File: src/rtl/imem_loader.sv
// Streams bytes into 32-bit little-endian words and writes them to instruction memory; we one cycle after each 4th byte, done one cycle after the last we.
// Backpressure: byte_ready is high only while collecting bytes, so the producer stalls during WRITE/DONE/IDLE.
module imem_loader #(
  parameter int DEPTH = 64,
  parameter int AW    = 6
) (
  input  logic          i_clk,
  input  logic          i_rst_n,
  input  logic          i_start,
  input  logic [AW:0]   i_word_count,
  input  logic [7:0]    i_byte_in,
  input  logic          i_byte_valid,
  output logic          o_byte_ready,
  output logic          o_we,
  output logic [AW-1:0] o_waddr,
  output logic [31:0]   o_wdata,
  output logic          o_busy,
  output logic          o_done,
  output logic          o_err
);

  typedef enum logic [1:0] {
    S_IDLE,
    S_RECV,
    S_WRITE,
    S_DONE
  } state_t;

  localparam logic [AW:0] LP_DEPTH = (AW+1)'(DEPTH);
  localparam logic [AW:0] LP_ONE   = (AW+1)'(1);

  state_t        r_state;
  state_t        w_next;
  logic [AW:0]   r_count;
  logic [AW-1:0] r_widx;
  logic [1:0]    r_bidx;
  logic [23:0]   r_asm;
  logic [AW-1:0] r_waddr;
  logic [31:0]   r_wdata;
  logic          r_err;

  logic w_count_ok;
  logic w_accept;
  logic w_last_byte;
  logic w_last_word;

  assign w_count_ok  = (i_word_count != '0) && (i_word_count <= LP_DEPTH);
  assign w_accept    = (r_state == S_RECV) && i_byte_valid;
  assign w_last_byte = w_accept && (r_bidx == 2'd3);
  // Compare in AW+1 bits so a count of DEPTH never aliases onto index 0.
  assign w_last_word = ({1'b0, r_widx} == (r_count - LP_ONE));

  always_ff @(posedge i_clk) begin
    if (!i_rst_n) begin
      r_state <= S_IDLE;
    end else begin
      r_state <= w_next;
    end
  end

  always_comb begin
    w_next = r_state;
    case (r_state)
      S_IDLE:  if (i_start && w_count_ok) w_next = S_RECV;
      S_RECV:  if (w_last_byte) w_next = S_WRITE;
      S_WRITE: w_next = w_last_word ? S_DONE : S_RECV;
      S_DONE:  w_next = S_IDLE;
      default: w_next = S_IDLE;
    endcase
  end

  always_comb begin
    o_byte_ready = (r_state == S_RECV);
    o_we         = (r_state == S_WRITE);
    o_busy       = (r_state != S_IDLE);
    o_done       = (r_state == S_DONE);
    o_waddr      = r_waddr;
    o_wdata      = r_wdata;
    o_err        = r_err;
  end

  // The output word/address are captured on the 4th byte so they stay stable
  // while the next word assembles.
  always_ff @(posedge i_clk) begin
    if (!i_rst_n) begin
      r_count <= '0;
      r_widx  <= '0;
      r_bidx  <= '0;
      r_asm   <= '0;
      r_waddr <= '0;
      r_wdata <= '0;
      r_err   <= 1'b0;
    end else begin
      r_err <= (r_state == S_IDLE) && i_start && !w_count_ok;
      case (r_state)
        S_IDLE: begin
          if (i_start && w_count_ok) begin
            r_count <= i_word_count;
            r_widx  <= '0;
            r_bidx  <= '0;
          end
        end
        S_RECV: begin
          if (w_accept) begin
            r_bidx <= r_bidx + 2'd1;
            case (r_bidx)
              2'd0:    r_asm[7:0]   <= i_byte_in;
              2'd1:    r_asm[15:8]  <= i_byte_in;
              2'd2:    r_asm[23:16] <= i_byte_in;
              default: begin
                r_wdata <= {i_byte_in, r_asm};
                r_waddr <= r_widx;
              end
            endcase
          end
        end
        S_WRITE: begin
          if (!w_last_word) begin
            r_widx <= r_widx + AW'(1);
            r_bidx <= '0;
          end
        end
        default: ;
      endcase
    end
  end

endmodule

File: config.mk
export PLATFORM = sky130hd
export DESIGN_NAME = imem_loader
export DESIGN_NICKNAME = d
export VERILOG_FILES = /design/src/rtl/imem_loader.sv
export SDC_FILE = /design/constraint.sdc
export NUM_CORES = 1
export LEC_CHECK = 0
export BUFFER_PORTS_ARGS = -buffer_cell sky130_fd_sc_hd__buf_4
export CORE_MARGIN = 1
export CORE_UTILIZATION = 49
export CTS_CLUSTER_DIAMETER = 200
export DETAILED_ROUTE_END_ITERATION = 8
export PLACE_DENSITY = 0.86
export SLEW_MARGIN = 15
export SYNTH_ARGS = -nofsm -noshare
export SYNTH_HDL_FRONTEND = slang
export SYNTH_SLANG_ARGS = --single-unit
File: constraint.sdc
create_clock -name i_clk -period 2.2 [get_ports i_clk]
set_clock_uncertainty 0.05 [all_clocks]
set_input_delay 0.33 -clock i_clk [delete_from_list [all_inputs] [get_ports i_clk]]
set_output_delay 0.33 -clock i_clk [all_outputs]
set_load 0.1 [all_outputs]
==> impl_results.md <==
- Bufs on Longest Clock Path: 2
- Outcome: complete, no violations
- Syn Area/Cell: 7.93 um2
- Crit. End Element: flip-flop
- Filler cells: 529
- Nets@finish: 500
- Grt total ovfl: 0
- Clk network pwr share: 0.395
- Minimum clock period: 2.12 ns
- RSZ-0062 raised after global routing: false
- R2R setup slack: 0.08 ns
- Core Area: 6350 um2
- Clock sink total: 80
- Residual DRC: 0
- Critical path class: flip-flop to flip-flop
- Starting Density: 0.507
- CTS H-tree lvls: 3
- Post-route design area: 4100 um2
- Length of the first detailed-routing pass in iterations: 4
- Final Slew Violations: 0
- Setup Buffers After CTS: 0
- CP peak stage delay: 0.38 ns
- Leak: 0.00162 uW
- Hold path start: i_word_count[0]
- Max-Cap Viols: 0
- Die area: 6900 um2
- Worst path slowest cell: or3_4
- Tightest Pin Transition: 0.504 ns
- Startpoint types: flip-flop
- CTS tree: done
- Antenna Violating Nets Remaining: 0
- Total global-route track usage: 0.223
- Vias/cell: 5.36
- RR Startpoint: r_count[1]
- Hold Vio Cnt, Final: 0
- Warnings, synthesis: 0
- CP cell instances: inv_1, ha_2, xnor2_1, nand4_1, a211oi_1, o311a_1, buf_6, or3_4, a21oi_2
- Placed inst area: 3860 um2
- Worst Reg-to-Reg Cells: 9
- Total routed wirelength: 7600 um
- Total power: 2820 uW
- DR iter-0 viols: 151
- Inserted Clock Buffers: 9
- Crit share post-route: 0.966
- Die X: 83.0 um
- HP Class: input port to flip-flop
- CTS hold repair buffers: 0
- Die Span Y: 83.0 um
- Internal power: 2100 uW
- Distinct cells, synth: 35
- Worst EP required: 2.44 ns
- Setup TNS: 0 ns
- Buffers added on ports: 61
- GPL Wtd Cong: 0.879
- Antenna violations before repair: 0
- Worst reg2reg path endpoint: r_widx[2]
- Worst Hold Path Cells: 3
- Number of top-level pins: 62
- Critical path peak fanout: 14
- Rel. slew slack: 0.664
- Area Overhead vs Synth: 27.3%
- Post-Syn Area: 3220 um2
- HPWL after DPL: 5360 um
- Sequential share of power: 0.524
- Finish-stage setup viols: 0
- Clk root buf: clkbuf_8
- Max Clk Rate: 0.471 GHz
- Worst-skew pair later-pin latency: 0.35 ns
- Power Density: 688 nW/um2
- Vias in the first global route: 2762
- Sw Ratio: 0.256
- Largest net degree at the start of global routing: 36
- Syn Nets: 432
- Sw Pwr: 723 uW
- Seq/Total Area, Yosys: 0.498
- Hold worst-path end: r_count[0]
- Crit path DAT: 2.36 ns
- Vias: 2982
- Clock slew at reported path FFs: 0.08 ns
- Routed len/inst: 13.7 um
- Layout cell share with drive strength beyond 1: 0.221
- Combinational cell fraction of total power: 0.081
- # diodes: 0
- Synth Register Bits: 80
- Worst ir drop on vdd: 0.404 mV
- First-pass GRT wire length: 12400 um
- Gate Count Post-Synth: 406
- Row count: 29
per-layer routing:
layer,share of wire,GRT usage,vias to the layer above
li1,-,-,1501
met1,0.44,0.271,1388
met2,0.49,0.385,78
met3,0.051,0.0427,15
met4,0.019,0.0925,0
met5,0,0,-
worst max-delay path, delay by kind of cell, from the launching register on:
family | cells | cell delay (ns)
adders and majority gates | 1 | 0.22
and+or+nand+nor | 2 | 0.48
buffers and inverters | 2 | 0.23
AOI/OAI and AO/OA | 3 | 0.59
xor gates and xnor gates | 1 | 0.14
DFF | 1 | 0.37
cell type report:
cell class / count / area (um2) / area share
multi-input combinational: 295 / 1540 / 0.376
inverter: 9 / 33.8 / 0.00824
timing repair buffer: 79 / 622 / 0.152
tap: 77 / 96.3 / 0.0235
clock buffer: 9 / 124 / 0.0302
sequential: 80 / 1600 / 0.391
clock inverter: 7 / 77.6 / 0.0189
through the flow:
stage	util	hold WS [ns]	std cells	worst slack [ns]
2_1_floorplan	-	0.382	406	-0.0886
3_3_place_gp	0.607	0.390	540	-0.233
3_5_place_dp	0.607	0.395	540	-0.282
4_1_cts	0.641	0.170	556	0.0227
5_1_grt	0.645	0.198	556	0.0106
6_report	0.645	0.175	556	0.0754
power by group through the flow:
stage / clock network, uW / logic [uW] / registers [uW]
5_1_grt: 1180 / 249 / 1480
2_1_floorplan: 0 / 125 / 1510
3_5_place_dp: 0 / 219 / 1510
6_report: 1110 / 230 / 1480
4_1_cts: 1120 / 225 / 1480
3_3_place_gp: 0 / 213 / 1510
Yosys cell counts:
library cell | instances | area share
nor4_1 | 4 | 0.0078
nand2b_1 | 3 | 0.0058
a31oi_1 | 3 | 0.0058
a221oi_1 | 1 | 0.0027
and3b_1 | 1 | 0.0027
or2_2 | 1 | 0.0019
o41a_1 | 1 | 0.0035
nand2_1 | 135 | 0.16
and3_1 | 4 | 0.0078
ha_1 | 7 | 0.027
o21ai_0 | 6 | 0.0093
and2_1 | 3 | 0.0058
o311a_1 | 1 | 0.0031
buf_1 | 1 | 0.0012
mux2i_1 | 9 | 0.028
nand4_1 | 3 | 0.0058
nor2b_1 | 3 | 0.0058
or2_0 | 1 | 0.0019
nor3_1 | 1 | 0.0016
o41ai_1 | 1 | 0.0027
clkbuf_1 | 21 | 0.024
a211oi_1 | 2 | 0.0047
nand3_1 | 5 | 0.0078
inv_1 | 8 | 0.0093
a21oi_1 | 70 | 0.11
or3_1 | 8 | 0.016
nor2_1 | 10 | 0.012
or4_4 | 1 | 0.0035
dfxtp_1 | 80 | 0.50
o21ai_1 | 2 | 0.0031
o211ai_1 | 1 | 0.0023
o31a_1 | 1 | 0.0027
xnor2_1 | 6 | 0.016
nand4b_1 | 1 | 0.0027
inv_2 | 1 | 0.0012
cell usage in the layout, fill, tap and decap left out, types with 2 or more instances in the layout:
cell,n
xnor2_1,6
nor4_1,4
nand4_1,3
ha_1,6
dfxtp_2,2
or3_4,2
inv_6,4
mux2i_1,9
buf_12,2
nand3_1,5
a21oi_1,69
or3_1,6
a31oi_1,3
clkbuf_8,9
buf_4,76
nand2b_1,3
nor2b_1,3
inv_1,8
nor2_1,10
a211oi_1,2
and2_1,3
dfxtp_1,78
and3_1,4
nand2_1,135
o21ai_0,6
how the worst max path moves through the flow:
| stage | startpoint | end | slack [ns] | cells after the start |
|---|---|---|---|---|
| finish | r_count[1] | r_widx[2] | 0.08 | 9 |
| global route | i_word_count[0] | r_widx[5] | 0.01 | 7 |
| CTS | r_count[1] | r_widx[4] | 0.02 | 9 |
| detailed placement | i_word_count[0] | r_widx[5] | -0.28 | 7 |
| global placement | i_word_count[0] | r_widx[5] | -0.23 | 7 |
| floorplan | i_word_count[0] | r_widx[5] | -0.09 | 6 |
cell families (layout without fill, tap and decap cells):
kind of cell               Yosys count  in the layout  synth area share
adders and majority gates            7              7            0.0272
buffers and inverters               31            104            0.0362
xor gates and xnor gates             6              6            0.0163
muxes                                9              9            0.0280
and+or+nand+nor                    184            184             0.246
DFF                                 80             80             0.498
AOI/OAI and AO/OA                   89             89             0.149
sequential cells by signal, indices dropped and copies added (netlist names):
| register | cells |
|---|---|
| r_asm | 24 |
| r_bidx | 2 |
| r_state | 2 |
| o_err | 1 |
| r_count | 7 |
| r_widx | 6 |
| o_wdata | 32 |
| o_waddr | 6 |
timing repair:
item | CTS | global route
endpoints found under the setup margin | 7 | 8
gates resized for setup | 2 | 8
endpoints found under the hold margin | 0 | 0
pin swaps | 0 | 2
Power figures use the tool's default switching activity.
